**src/rtl/mux_3b_pkg.sv**
```systemverilog
// -----------------------------------------------------------------------------
// mux_3b_pkg
// Shared constants for the mux_3b selector.
//   W_ENTRADA1_DEF / W_ENTRADA2_DEF : default operand widths (narrow / wide)
//   SEL_ENTRADA1 / SEL_ENTRADA2     : SinalControle encodings
//   widths_legal()                  : parameter legality predicate used by the top
// -----------------------------------------------------------------------------
package mux_3b_pkg;

  localparam int W_ENTRADA1_DEF = 2;
  localparam int W_ENTRADA2_DEF = 3;

  localparam logic SEL_ENTRADA1 = 1'b0;
  localparam logic SEL_ENTRADA2 = 1'b1;

  // The narrow operand must be non-empty and no wider than the result.
  function automatic bit widths_legal(input int w_narrow, input int w_wide);
    return (w_narrow >= 1) && (w_narrow <= w_wide);
  endfunction

endpackage

```
**src/rtl/mux_3b_ext.sv**
```systemverilog
// -----------------------------------------------------------------------------
// mux_3b_ext
// Widens the narrow operand from W_IN to W_OUT bits.
// Build option: MUX3B_SIGN_EXT_EN
//   undefined (default) : zero-extension
//   defined             : sign-extension from din[W_IN-1]
// Ports:
//   din  in  [W_IN-1:0]  : narrow operand
//   dout out [W_OUT-1:0] : extended operand
// -----------------------------------------------------------------------------
module mux_3b_ext #(
  parameter int W_IN  = 2,
  parameter int W_OUT = 3
) (
  input  logic [W_IN-1:0]  din,
  output logic [W_OUT-1:0] dout
);

  // Equal widths need their own branch: a zero-count replication is illegal.
  generate
    if (W_OUT == W_IN) begin : g_same
      assign dout = din;
    end else begin : g_ext
`ifdef MUX3B_SIGN_EXT_EN
      assign dout = {{(W_OUT-W_IN){din[W_IN-1]}}, din};
`else
      assign dout = {{(W_OUT-W_IN){1'b0}}, din};
`endif
    end
  endgenerate

endmodule

```
**src/rtl/mux_3b.sv**
```systemverilog
// -----------------------------------------------------------------------------
// mux_3b
// Registered two-way selector: narrow operand (extended) or wide operand.
// Build option: MUX3B_SIGN_EXT_EN (sign- instead of zero-extension of Entrada1,
// handled inside mux_3b_ext; affects SaidaDireta and Saida identically).
// Ports:
//   Clock         in  1           : rising-edge clock
//   Reset         in  1           : synchronous, active-high reset
//   Entrada1      in  W_ENTRADA1  : narrow operand
//   Entrada2      in  W_ENTRADA2  : wide operand
//   SinalControle in  1           : 0 -> extended Entrada1, 1 -> Entrada2
//   EntradaValida in  1           : qualifies inputs for capture
//   SaidaDireta   out W_ENTRADA2  : combinational selection
//   Saida         out W_ENTRADA2  : registered selection
//   SaidaValida   out 1           : Saida loaded from a valid input last edge
//
// Handshake: valid-only, no ready. Every edge with EntradaValida=1 (and no
// Reset) is a transfer; the result appears on Saida with SaidaValida=1 one
// edge later. The consumer cannot stall, so back-to-back inputs give
// back-to-back outputs. With EntradaValida=0, Saida holds and SaidaValida=0.
// -----------------------------------------------------------------------------
module mux_3b
  import mux_3b_pkg::*;
#(
  parameter int W_ENTRADA1 = W_ENTRADA1_DEF,
  parameter int W_ENTRADA2 = W_ENTRADA2_DEF
) (
  input  logic                  Clock,
  input  logic                  Reset,
  input  logic [W_ENTRADA1-1:0] Entrada1,
  input  logic [W_ENTRADA2-1:0] Entrada2,
  input  logic                  SinalControle,
  input  logic                  EntradaValida,
  output logic [W_ENTRADA2-1:0] SaidaDireta,
  output logic [W_ENTRADA2-1:0] Saida,
  output logic                  SaidaValida
);

  generate
    if (!widths_legal(W_ENTRADA1, W_ENTRADA2)) begin : g_bad_params
      $error("mux_3b: W_ENTRADA1 must satisfy 1 <= W_ENTRADA1 <= W_ENTRADA2");
    end
  endgenerate

  logic [W_ENTRADA2-1:0] entrada1_ext;

  mux_3b_ext #(
    .W_IN  (W_ENTRADA1),
    .W_OUT (W_ENTRADA2)
  ) u_ext (
    .din  (Entrada1),
    .dout (entrada1_ext)
  );

  always_comb begin
    SaidaDireta = Entrada2;
    case (SinalControle)
      SEL_ENTRADA1: SaidaDireta = entrada1_ext;
      default:      SaidaDireta = Entrada2;
    endcase
  end

  // Reset wins over a simultaneous valid input: that capture is discarded.
  always_ff @(posedge Clock) begin
    if (Reset) begin
      Saida       <= '0;
      SaidaValida <= 1'b0;
    end else begin
      SaidaValida <= EntradaValida;
      if (EntradaValida) begin
        Saida <= SaidaDireta;
      end
    end
  end

endmodule

```
**config.mk**
```make
export PLATFORM = sky130hd
export DESIGN_NAME = mux_3b
export DESIGN_NICKNAME = d
export VERILOG_FILES = /design/src/rtl/mux_3b_pkg.sv /design/src/rtl/mux_3b_ext.sv /design/src/rtl/mux_3b.sv
export SDC_FILE = /design/constraint.sdc
export NUM_CORES = 1
export LEC_CHECK = 0
export CAP_MARGIN = 30
export CORE_AREA = 2 2 39 41
export CTS_BUF_LIST = sky130_fd_sc_hd__clkbuf_8
export DETAILED_ROUTE_END_ITERATION = 8
export DIE_AREA = 0 0 41 43
export DONT_BUFFER_PORTS = 1
export GPL_TIMING_DRIVEN = 1
export PLACE_DENSITY = 0.36
export REMOVE_ABC_BUFFERS = 1
export SLEW_MARGIN = 20
export SYNTH_ARGS = -nofsm -noshare
export SYNTH_HDL_FRONTEND = slang
export SYNTH_SLANG_ARGS = --single-unit
```
**constraint.sdc**
```tcl
create_clock -name Clock -period 1.7 [get_ports Clock]
set_clock_uncertainty 0.2 [all_clocks]
set_input_delay 0.17 -clock Clock [delete_from_list [all_inputs] [get_ports Clock]]
set_output_delay 0.17 -clock Clock [all_outputs]
set_load 0.1 [all_outputs]
```
==> out/results.tsv, run 1 <==
stage	metric	value	unit
clock_tree	number of setup buffers added after CTS	0	
synth	post-synthesis sequential area ratio	45.4	%
routing	Final ANT Viol Nets	0	
setup_path	worst path cell trace	dlygate4sd3_1, a21oi_1, dlygate4sd3_1	
clock_tree	Resized Gates After CTS	0	
global_route	vias in the first global route	196	
synth	syn_area_per_cell	11.0	sq um
routing	DRT iter0 DRCs	12	
synth	synth warn	0	
hold_path	Hold Path Origin	EntradaValida	
routing	Detailed Route WL	498	um
clock_tree	CTS clk-pin slew, worst paths	30	ps
setup_path	register-to-register path setup slack	380	ps
clock_tree	clock tree root buffer cell	clkbuf_8	
setup_path	required time worst endpoint	1660	ps
power	Flop pwr share	24.7	%
routing	Avg Vias per Cell	4.10	
routing	wire per inst	11.9	um
routing	drt pass-1 iters	4	
routing	via count	172	
timing	setup tns final	0	ps
clock_tree	CTS tree	built	
cells_and_area	# diodes	0	
global_route	global route total overflow	0	
setup_path	Worst Setup End Kind	flop	
cells_and_area	Post-Layout Cell Count	42	
timing	Final Cycle Share	85.3	%
setup_path	crit start category	input port	
setup_path	Buf/Inv on CP	2	
setup_path	crit-path max FO	3	
placement	pre-CTS setup slack	575	ps
power	Max VDD drop	0.535	mV
global_route	antenna violations before repair	0	
power	P_leak	0.000132	uW
clock_tree	CTS Hold Buffers Added	3	
timing	Slew HR	66.3	%
power	logic gate share of total power	27.1	%
power	net switching power	141	uW
global_route	largest net degree at the start of global routing	5	
power	pwr/cell area	1400	mW/mm^2
setup_path	Critical Path AT	1410	ps
timing	Worst-Margin Slew	507	ps
setup_path	Slowest-stage cell, CP	dlygate4sd3_1	
clock_tree	htree depth	1	
setup_path	CP peak stage delay	570	ps
cells_and_area	synth-to-layout area growth	68.8	%
timing	final worst slack	249	ps
clock_tree	CTS buffer count	3	
setup_path	Crit Path Category	in2reg	
clock_tree	Skew-Pair Late Insertion Delay	220	ps
cells_and_area	most frequent cells in the layout	4 x dfxtp_1, 4 x buf_4, 3 x clkbuf_8, 3 x dlygate4sd3_1	
floorplan	die extent in x	41	um
timing	fmax	0.689	GHz
timing	Pins Over Slew Limit	0	
timing	Final Hold Viols	0	
placement	Placer Congestion	0.534	
cells_and_area	fillers	147	
floorplan	Rows	14	
power	Sw Ratio	33.8	%
hold_path	Worst Hold Endpoint	Saida[0]$_SDFFE_PP0P_	
synth	flops & latches, synth	4	
setup_path	Reg-to-Reg End	Saida[2]$_SDFFE_PP0P_	
clock_tree	Max Root-Sink Buffers	2	
setup_path	Reg2Reg Depth	3	
floorplan	Initial Util	12.7	%
setup_path	worst setup path start	Reset	
placement	number of port buffers	0	
synth	Unique masters post-synth	10	
cells_and_area	Finished Cell Area	298	sq um
placement	DP Area	226	sq um
hold_path	HP Class	in2reg	
flow_run	Max Cap Viol	0	
floorplan	Ports	16	
global_route	gr usage total	7.21	%
floorplan	core box area	0.00138	sq mm
cells_and_area	# nets final	37	
global_route	first-pass GRT wire length	759	um
outcome	outcome	complete, no violations	
timing	minimum clock period	1450	ps
timing	Finish-stage setup viols	0	
power	P_int	277	uW
placement	post-placement cell count	36	
power	clock network power share	48.2	%
hold_path	hold depth	2	
cells_and_area	share of layout cells above drive strength 1	46.2	%
synth	synthesized area	176	sq um
synth	cell count after synthesis	16	
setup_path	CP top delay family	buffers and inverters	
setup_path	CP dominant cell by count	dlygate4sd3_1	
timing	RSZ-0062 raised after global routing	false	
routing	DR DRC count	0	
floorplan	Die Span Y	43	um
clock_tree	CTS Sinks	4	
floorplan	die area	0.00176	sq mm
setup_path	worst r2r src	Saida[2]$_SDFFE_PP0P_	
-- per-layer routing --
metal | part of all wire [%] | global-route usage, %
met1 | 44 | 8.63
met2 | 32 | 7.81
met3 | 24 | 8.90
met4 | 0 | 2.00
met5 | 0 | 0
-- cell families after synthesis --
logic type	after synthesis	share of synthesized area (%)
flops	4	45.4
mux	2	17.0
buf+inv	1	2.13
simple gates	4	12.8
compound gates	5	22.7
-- stage by stage --
stage	hold WS [ps]	util, %	power [uW]
after CTS	5.64	21.5	420
after detailed placement	43.2	16.4	212
after floorplan	36.7	-	200
final	7.40	21.5	418
after global placement	40.9	16.4	212
after global routing	23.9	21.5	433
-- how the worst max path moves through the flow --
stage                             to  cells after the start
6_report       Saida[2]$_SDFFE_PP0P_                      3
5_1_grt        Saida[2]$_SDFFE_PP0P_                      3
4_1_cts        Saida[2]$_SDFFE_PP0P_                      3
3_5_place_dp   Saida[1]$_SDFFE_PP0P_                      2
3_3_place_gp   Saida[0]$_SDFFE_PP0P_                      2
2_1_floorplan  Saida[1]$_SDFFE_PP0P_                      2
-- flip-flops by register name (all words and copies together), names as in the netlist --
signal and flops:
Saida 3, SaidaValida 1
-- synthesized netlist by cell type --
library cell | n | area share [%]
a21oi_1 | 1 | 2.8
and2_2 | 1 | 4.3
dfxtp_1 | 4 | 45
inv_1 | 1 | 2.1
mux2_4 | 2 | 17
nand2b_1 | 1 | 3.5
nand3_1 | 1 | 2.8
nor2_1 | 1 | 2.1
o21a_1 | 2 | 8.5
o21ba_2 | 2 | 11
-- area by class of cell --
type,count,area [sq um],share of cell area [%]
Multi-Input combinational cell,11,92.6,31.1
Sequential cell,4,80.1,26.9
Timing Repair Buffer,7,60.1,20.2
Clock buffer,3,41.3,13.9
Tap cell,16,20.0,6.72
Inverter,1,3.75,1.26
-- power groups by stage --
stage / logic, uW / clock network (uW) / registers [uW]
4_1_cts: 113 / 203 / 103
5_1_grt: 117 / 212 / 103
6_report: 113 / 201 / 103
3_5_place_dp: 107 / 0 / 104
3_3_place_gp: 108 / 0 / 104
2_1_floorplan: 55.4 / 0 / 145
-- worst register-to-register path, cell delays in order (launching register included) --
cell	delay [ps]
dfxtp_1	320
nand2b_1	60
a21oi_1	130
dlygate4sd3_1	550
(Power assumes the default switching activity.)
==> inputs of run 2 (changes only) <==
--- a/config.mk
+++ b/config.mk
@@ -12,9 +12,10 @@
 export DIE_AREA = 0 0 41 43
 export DONT_BUFFER_PORTS = 1
 export GPL_TIMING_DRIVEN = 1
-export PLACE_DENSITY = 0.36
+export PLACE_DENSITY = 0.38
 export REMOVE_ABC_BUFFERS = 1
 export SLEW_MARGIN = 20
 export SYNTH_ARGS = -nofsm -noshare
 export SYNTH_HDL_FRONTEND = slang
+export SYNTH_HIERARCHICAL = 1
 export SYNTH_SLANG_ARGS = --single-unit
==> out/results.tsv, run 2 <==
stage	metric	value	unit	change
outcome	outcome	complete, no violations		
cells_and_area	synth-to-layout area growth	46.7	%	
flow_run	Max Cap Viol	0		unchanged
floorplan	die area	0.00176	sq mm	unchanged
clock_tree	CTS tree	built		
clock_tree	Resized Gates After CTS	0		unchanged
routing	DR DRC count	0		unchanged
placement	Placer Congestion	0.532		-0.52%
synth	Post-synth top cells	4 x dfxtp_1, 3 x buf_4, 3 x mux2_4, 3 x o21a_1, 3 x o21ba_2		
routing	DRT iter0 DRCs	1		-11
clock_tree	CTS Sinks	4		unchanged
clock_tree	Skew-Pair Late Insertion Delay	210	ps	about the same
timing	setup tns final	0	ps	unchanged
floorplan	Rows	14		unchanged
routing	wire per inst	10.5	um	-11%
synth	cell count after synthesis	19		+3
synth	Synth area leader	dfxtp_1		
global_route	vias in the first global route	168		-14%
timing	fmax	0.715	GHz	+3.7%
routing	Final ANT Viol Nets	0		unchanged
routing	Avg Vias per Cell	3.79		-7.6%
synth	synthesized area	211	sq um	+20%
floorplan	die extent in x	41	um	unchanged
global_route	met3 Resource Use GR	3.66	%	-5.2 points
clock_tree	clock tree root buffer cell	clkbuf_8		
cells_and_area	max reg flops	3		unchanged
cells_and_area	Top reg by flops	Saida		
timing	Finish-stage setup viols	0		unchanged
placement	DP HPWL	341	um	
global_route	busiest layer in global routing	met4		
routing	Detailed Route WL	442	um	-11%
setup_path	worst path cell trace	dlygate4sd3_1, nor2_1, dlygate4sd3_1		
placement	number of port buffers	0		unchanged
floorplan	core box area	0.00138	sq mm	unchanged
clock_tree	CTS clk-pin slew, worst paths	30	ps	about the same
cells_and_area	share of layout cells above drive strength 1	50.0	%	+3.8 points
synth	Post-synth EDFFs	0		unchanged
floorplan	Die Span Y	43	um	unchanged
synth	ys async rst share	0	%	unchanged
global_route	first-pass GRT wire length	621	um	-18%
synth	syn_area_per_cell	11.1	sq um	+0.93%
floorplan	Ports	16		unchanged
routing	via count	159		-7.6%
cells_and_area	# diodes	0		unchanged
clock_tree	htree depth	1		unchanged
timing	Final Cycle Share	82.3	%	-3.1 points
setup_path	CP dominant cell by count	dlygate4sd3_1		
cells_and_area	Finished Cell Area	310	sq um	+4.2%
setup_path	Slowest-stage cell, CP	dlygate4sd3_1		
synth	Unique masters post-synth	8		-2
power	P_leak	0.000140	uW	+6.7%
timing	Final Hold Viols	0		unchanged
global_route	met2 Usage GRT	5.94	%	-1.9 points
global_route	global route total overflow	0		unchanged
hold_path	HP Class	in2reg		
setup_path	Worst Setup End Kind	flop		
global_route	largest net degree at the start of global routing	5		unchanged
floorplan	Initial Util	15.3	%	+2.5 points
timing	minimum clock period	1400	ps	-52.4 ps
synth	largest cells by area after synthesis	dfxtp_1 38%, mux2_4 21%, o21ba_2 14%		
setup_path	Critical Path AT	1290	ps	-120 ps
synth	Post-synth top flop	dfxtp_1		
timing	RSZ-0062 raised after global routing	false		
global_route	antenna violations before repair	0		unchanged
global_route	gr usage total	5.92	%	-1.3 points
cells_and_area	biggest regs	Saida: 3 flops, SaidaValida: 1 flops		
setup_path	crit start category	input port		
clock_tree	CTS buffer count	3		unchanged
clock_tree	Max Root-Sink Buffers	2		unchanged
setup_path	CP peak stage delay	550	ps	-20 ps
synth	flops & latches, synth	4		unchanged
power	Max VDD drop	0.360	mV	-33%
cells_and_area	most frequent cells in the layout	4 x dfxtp_1, 4 x buf_4		
synth	synth warn	6		+6
setup_path	Crit Path Category	in2reg		
cells_and_area	# nets final	37		unchanged
cells_and_area	Post-Layout Cell Count	42		unchanged
global_route	GR met1 Demand/Resource	6.75	%	-1.9 points
synth	count leader, synth	dfxtp_1		
power	pwr/cell area	1390	mW/mm^2	-1.1%
timing	final hold slack	1.01	ps	-6.39 ps
placement	DP Area	239	sq um	+5.5%
synth	top cell type's share of synthesized area	37.9	%	-7.5 points
setup_path	crit-path max FO	4		+1
routing	drt pass-1 iters	2		-2
synth	post-synthesis sequential area ratio	37.9	%	-7.5 points
placement	post-placement cell count	36		unchanged
setup_path	required time worst endpoint	1600	ps	-60 ps
timing	Pins Over Slew Limit	0		unchanged
==> run 2: worst max-delay path, delay by kind of cell <==
family | cells | cell delay [ps]
buffers and inverters | 2 | 1090
AND/OR/NAND/NOR | 1 | 40
==> run 2: power breakdown <==
group | internal (uW) | total, uW | switching, uW
clock network | 151 | 196 | 45.0
registers | 101 | 104 | 2.82
logic | 30.7 | 131 | 100
total | 282 | 431 | 148
==> run 2: per-layer routing <==
metal / part of all wire, % / up-vias
met5: 0 / -
met4: 3.6 / 0
met3: 21 / 2
met2: 35 / 18
met1: 40 / 65
li1: - / 74
==> run 2: what timing repair did <==
item,4_1_cts,5_1_grt
hold buffers,3,0
hold endpoints to repair,2,0
setup endpoints to repair,0,0
setup buffers,0,0
==> run 2: final timing paths <==
kind / startpoint / endpoint / slack, ps / cells past startpoint
hold reg to reg: Saida[2]$_SDFFE_PP0P_ / Saida[2]$_SDFFE_PP0P_ / 370 / 2
setup reg to reg: Saida[1]$_SDFFE_PP0P_ / Saida[1]$_SDFFE_PP0P_ / 800 / 2
setup / recovery: Reset / SaidaValida$_SDFF_PP0_ / 300 / 3
hold / removal: EntradaValida / Saida[2]$_SDFFE_PP0P_ / 1 / 2
==> run 2: logic make-up after synthesis <==
logic type             share of synthesized area [%]
AOI/OAI and AO/OA                               24.9
DFF                                             37.9
buffers and inverters                           12.4
muxes                                           21.3
and+or+nand+nor                                 1.77
other                                           1.77
==> run 2: cell type report <==
cell class                      count  area [sq um]
Inverter                            1          3.75
Multi-Input combinational cell     11           105
Fill cell                         163          1070
Clock buffer                        3          41.3
Sequential cell                     4          80.1
Tap cell                           16          20.0
Timing Repair Buffer                7          60.1
==> run 2: stage by stage <==
| step | worst slack (ps) | power (uW) | util (%) |
|---|---|---|---|
| after floorplan | 162 | 217 | - |
| after global placement | 574 | 231 | 17.3 |
| after detailed placement | 571 | 231 | 17.3 |
| after CTS | 316 | 437 | 22.4 |
| after global routing | 285 | 446 | 22.4 |
| final | 302 | 431 | 22.4 |
==> edit 1: new RTL, config.mk and constraints of run 1 <==
Register the output `SaidaDireta`, cleared by the reset; this adds one clock of latency there. The other outputs are not delayed to match. Comments in the files are not updated.
--- a/src/rtl/mux_3b.sv
+++ b/src/rtl/mux_3b.sv
@@ -36,6 +36,8 @@
   output logic                  SaidaValida
 );
 
+  logic [W_ENTRADA2-1:0] SaidaDireta_d;
+
   generate
     if (!widths_legal(W_ENTRADA1, W_ENTRADA2)) begin : g_bad_params
       $error("mux_3b: W_ENTRADA1 must satisfy 1 <= W_ENTRADA1 <= W_ENTRADA2");
@@ -53,10 +55,10 @@
   );
 
   always_comb begin
-    SaidaDireta = Entrada2;
+    SaidaDireta_d = Entrada2;
     case (SinalControle)
-      SEL_ENTRADA1: SaidaDireta = entrada1_ext;
-      default:      SaidaDireta = Entrada2;
+      SEL_ENTRADA1: SaidaDireta_d = entrada1_ext;
+      default:      SaidaDireta_d = Entrada2;
     endcase
   end
 
@@ -68,8 +70,16 @@
     end else begin
       SaidaValida <= EntradaValida;
       if (EntradaValida) begin
-        Saida <= SaidaDireta;
+        Saida <= SaidaDireta_d;
       end
+    end
+  end
+
+  always_ff @(posedge Clock) begin
+    if (Reset) begin
+      SaidaDireta <= '0;
+    end else begin
+      SaidaDireta <= SaidaDireta_d;
     end
   end
 
Check against the original RTL: not equivalent (Yosys sat finds a counterexample within 4 cycles, from zero or initial values and one cycle with Reset high).
==> edit 1 against run 1 <==
Sequential cell count grew 3; area after synthesis is 25% higher; via count up 33%; worst setup slack got worse by 0.13 ns; routed wire length increased by 16%; power is 25% higher; combinational power grew 6%; cell count up 36%; design area is 44% higher.
==> edit 1: results (changes against run 1) <==
Clock network
  • CTS Buf Count: 3 (unchanged)
  • Post-CTS setup buffers: 0 (unchanged)
  • Worst-path clk slew: 0.04 ns
  • Longest Clk Path Bufs: 2 (unchanged)
  • Worst-Skew Late Latency: 0.22 ns (about the same)
  • Quantity of gates resized following cts: 0 (unchanged)
  • H-tree depth: 1 (unchanged)
  • Root buffer cell: clkbuf_8 (unchanged)

Yosys
  • Top post-synthesis cells by area: dfxtp_1 (64%), mux2i_1 (9.1%), nor2_1 (8.5%), a211oi_1 (6.8%), nand2b_1 (2.8%) (was dfxtp_1 (45%), mux2_4 (17%), o21ba_2 (11%), o21a_1 (8.5%), and2_2 (4.3%))
  • Register area share after synthesis: 63.6% (was 45.4%)
  • Most common library cells after synthesis: dfxtp_1 (7), nor2_1 (5), a211oi_1 (2), mux2i_1 (2) (was dfxtp_1 (4), mux2_4 (2), o21a_1 (2), o21ba_2 (2))
  • Post-synthesis async set-or-reset flop share: 0% (unchanged)
  • Synth Warn #: 0 (unchanged)
  • Distinct cell type count after synthesis: 9 (was 10)

GRT
  • Largest net degree at the start of global routing: 8 (was 5)
  • Vias in the first global route: 250 (was 196)
  • Initial antenna violation count: 0 (unchanged)
  • Gr usage total: 9.27% (was 7.21%)
  • Grt ovf: 0 (unchanged)
  • First-pass GRT wire length: 1.00 mm (was 759 µm)

Worst setup path
  • R2R depth: 3 (unchanged)
  • Worst R2R Setup Slack: 0.38 ns (about the same)
  • Worst-path fanout max: 2 (was 3)
  • Worst EP arrival: 1.49 ns (was 1.41 ns)

Hold path
  • Worst hold path type: input port to register (unchanged)
  • Hold Crit Depth: 2 (unchanged)

Place
  • Detailed Place HPWL: 396 µm
  • # port buffers: 0 (unchanged)
  • Placed Area: 293 µm² (was 226 µm²)
  • GP Congestion: 0.523 (was 0.534)

Finish
  • Leading registers by flop count: SaidaDireta x3, Saida x3, SaidaValida x1 (was Saida x3, SaidaValida x1)
  • Fin nets: 51 (was 37)
  • Diodes inserted: 0 (unchanged)
  • Filler cell count: 149 (was 147)
  • Share of cells above drive strength 1: 24.4% (was 46.2%)

Power and ir drop
  • Leakage Power: 0.000192 µW (was 0.000132 µW)
  • VDD IR max: 351 µV (was 535 µV)

STA
  • Max-slew violations: 0 (unchanged)
  • Fin Hold WS: 0.0457 ns (was 0.00740 ns)
  • Slew @ Worst Pin: 0.280 ns (was 0.507 ns)

Drt
  • Initial drt markers: 0 (was 12)
  • Routed vias: 228 (was 172)
  • Post-Route WL: 576 µm (was 498 µm)
  • Drt pass-1 iters: 1 (was 4)

Status
  • Status: complete, no violations (unchanged)

Flow run
  • Max-cap violations: 0 (unchanged)
-- edit 1: cell count changes after synthesis, sizes merged --
| cell | before | now |
|---|---|---|
| nand2 | 0 | 1 |
| nor2 | 1 | 5 |
| dfxtp | 4 | 7 |
| mux2 | 2 | 0 |
| o21ba | 2 | 0 |
| o21a | 2 | 0 |
| mux2i | 0 | 2 |
| inv | 1 | 0 |
| nor2b | 0 | 1 |
| a211oi | 0 | 2 |
| and2 | 1 | 0 |
-- edit 1: final cells by class --
class	instances	share of cell area, %
well taps	16	4.68
multi-input cells	14	18.7
flip-flops and latches	7	32.7
clock inverters	1	0.877
repair buffers	16	33.3
clock buffers	3	9.65
-- edit 1: repair_timing --
item | 4_1_cts | 5_1_grt
setup endpoints to repair | 0 | 0
hold buffers | 9 | 0
endpoints found under the hold margin | 7 | 0
-- edit 1: critical path: stages --
cell and delay (ns):
dlygate4sd3_1 0.53, mux2i_1 0.18, dlygate4sd3_1 0.58, nor2_1 0.04
-- edit 1: kinds of logic (layout without fill, tap and decap cells) --
group	Yosys count	count (layout)	share of synthesized area [%]
mux	2	2	9.09
buf+inv	0	20	0
compound gates	3	3	9.09
flops	7	7	63.6
simple gates	9	9	18.2
-- edit 1: routing by layer --
metal	GRT usage, %	up-vias	part of all wire, %
li1	-	111	-
met1	7.82	101	35
met2	14.4	13	50
met3	5.24	3	11
met4	8.00	0	2.8
met5	0	-	0
-- edit 1: where the power goes --
group          switching (µW)  internal (µW)
Sequential               3.58            175
Clock                    70.0            156
Combinational            85.9           33.8
Total                     160            365
-- edit 1: worst paths after layout --
check / start / end
setup / recovery: Entrada1[0] / SaidaDireta[0]
hold / removal: Entrada2[1] / Saida[1]
setup reg to reg: Saida[2] / Saida[2]
hold reg to reg: Saida[0] / Saida[0]
-- edit 1: metrics by stage --
step / total power [µW] / utilization, % / worst slack [ns] / instances
floorplan: 263 / - / 0.176 / 21
global placement: 280 / 21.2 / 0.735 / 44
detailed placement: 280 / 21.2 / 0.728 / 44
CTS: 532 / 30.9 / 0.113 / 57
global route: 551 / 30.9 / 0.0264 / 57
finish: 524 / 30.9 / 0.115 / 57
==> edit 2: new RTL, settings of run 1 <==
Without the edit above. `W_ENTRADA1_DEF`: 2 -> 3.
--- a/src/rtl/mux_3b_pkg.sv
+++ b/src/rtl/mux_3b_pkg.sv
@@ -7,7 +7,7 @@
 // -----------------------------------------------------------------------------
 package mux_3b_pkg;
 
-  localparam int W_ENTRADA1_DEF = 2;
+  localparam int W_ENTRADA1_DEF = 3;
   localparam int W_ENTRADA2_DEF = 3;
 
   localparam logic SEL_ENTRADA1 = 1'b0;
Ports: changed (resized Entrada1); port bits go from 16 to 17. The function was not compared with the original's and may differ.
==> edit 2 against run 1 <==
Routed wire length is 5.2% higher; sequential cell count stayed put; global-route usage hardly changed; highest routed layer is now met4; design area is 2.9% higher; register-to-register slack better by 0.42 ns; synthesized cell count is 6.3% lower; area after synthesis is 5.0% higher; largest power group unchanged; power is 3.9% higher; worst setup slack better by 0.048 ns; critical endpoint is now SaidaValida.
==> edit 2: results (changes against run 1) <==
Status
  • Status: complete, no violations (unchanged)

Yosys
  • Most common library cells after synthesis: dfxtp_1 (4), mux2_4 (3), o21a_1 (3), o21ba_2 (3) (was dfxtp_1 (4), mux2_4 (2), o21a_1 (2), o21ba_2 (2))
  • Post-Syn Area per Cell: 12.3 µm² (was 11.0 µm²)
  • Synthesized cell area: 185 µm² (was 176 µm²)
  • Distinct cell type count after synthesis: 6 (was 10)
  • Post-synthesis xor/xnor area fraction: 0% (unchanged)
  • Register area share after synthesis: 43.2% (was 45.4%)
  • Mux cell area share after synthesis: 24.3% (was 17.0%)
  • Compound-cell area share of the yosys netlist: 28.4% (was 22.7%)
  • Top post-synthesis cells by area: dfxtp_1 (43%), mux2_4 (24%), o21ba_2 (16%), o21a_1 (12%), inv_1 (2.0%) (was dfxtp_1 (45%), mux2_4 (17%), o21ba_2 (11%), o21a_1 (8.5%), and2_2 (4.3%))

Clock network
  • Worst-path clk slew: 0.03 ns (about the same)
  • Longest Clk Path Bufs: 2 (unchanged)

Drt
  • DR WL/cell: 12.8 µm (was 11.9 µm)
  • Drt pass-1 iters: 1 (was 4)
  • Vias/cell: 4.07 (was 4.10)
  • Post-Route WL: 524 µm (was 498 µm)
  • Initial drt markers: 0 (was 12)

Place
  • Pre-CTS WS: 0.575 ns (about the same)
  • Post-Place Cells: 35 (was 36)
  • Placed Area: 235 µm² (was 226 µm²)
  • GP Congestion: 0.551 (was 0.534)
  • Detailed Place HPWL: 362 µm

Finish
  • Share of cells above drive strength 1: 52.0% (was 46.2%)
  • Filler cell count: 160 (was 147)
  • Leading registers by flop count: Saida x3, SaidaValida x1 (unchanged)

Worst setup path
  • Worst EP arrival: 1.30 ns (was 1.41 ns)
  • R2R Path Start: Saida[0] (was Saida[2])
  • Worst flop-to-flop path endpoint: Saida[0] (was Saida[2])
  • Worst-path fanout max: 4 (was 3)
  • R2R depth: 2 (was 3)
  • Worst R2R Setup Slack: 0.80 ns (was 0.38 ns)

GRT
  • First-pass GRT wire length: 779 µm (was 759 µm)
  • Gr usage total: 7.22% (was 7.21%)
  • Vias in the first global route: 172 (was 196)

Power and ir drop
  • Sw frac: 34.9% (was 33.8%)
  • VDD IR max: 390 µV (was 535 µV)
  • Leakage Power: 0.000137 µW (was 0.000132 µW)

Hold path
  • Hold Path End: Saida[2] (was Saida[0])

STA
  • Slew @ Worst Pin: 0.311 ns (was 0.507 ns)
## edit 2: critical path: stages
cell           delay, ns
dlygate4sd3_1       0.54
nor2_1              0.04
dlygate4sd3_1       0.55
## edit 2: power by group through the flow
stage | Sequential [µW] | Combinational [µW] | Clock [µW]
finish | 104 | 131 | 198
global route | 105 | 136 | 213
CTS | 104 | 132 | 203
detailed placement | 105 | 126 | 0
global placement | 105 | 126 | 0
floorplan | 152 | 64.8 | 0
## edit 2: worst max path at each step
stage	slack [ns]	endpoint	cells past startpoint
global placement	0.58	Saida[1]	2
floorplan	0.16	Saida[1]	2
detailed placement	0.57	Saida[2]	2
global route	0.27	SaidaValida	3
CTS	0.32	SaidaValida	3
finish	0.30	SaidaValida	3
## edit 2: cell type report
cell class | instances | area [µm²] | share of cell area, %
inverters | 1 | 3.75 | 1.22
multi-input cells | 10 | 101 | 33.1
flip-flops and latches | 4 | 80.1 | 26.1
clock buffers | 3 | 41.3 | 13.5
repair buffers | 7 | 60.1 | 19.6
well taps | 16 | 20.0 | 6.53
## edit 2: routing by layer
layer  global-route usage [%]  up-vias  wire [µm]
met4                     8.00        0         23
met1                     7.37       70        207
met5                        0        -          0
li1                         -       74          -
met2                     9.06       20        188
met3                     4.19        3        104
## edit 2: cell families after synthesis
kind of cell | Yosys count
simple gates | 1
mux | 3
flops | 4
buf+inv | 1
compound gates | 6
## edit 2: stage by stage
stage | hold slack, ns | power [µW]
floorplan | 0.0367 | 217
global placement | 0.0398 | 231
detailed placement | 0.0394 | 231
CTS | 0.00890 | 439
global route | 0.0163 | 454
finish | 0.00286 | 434
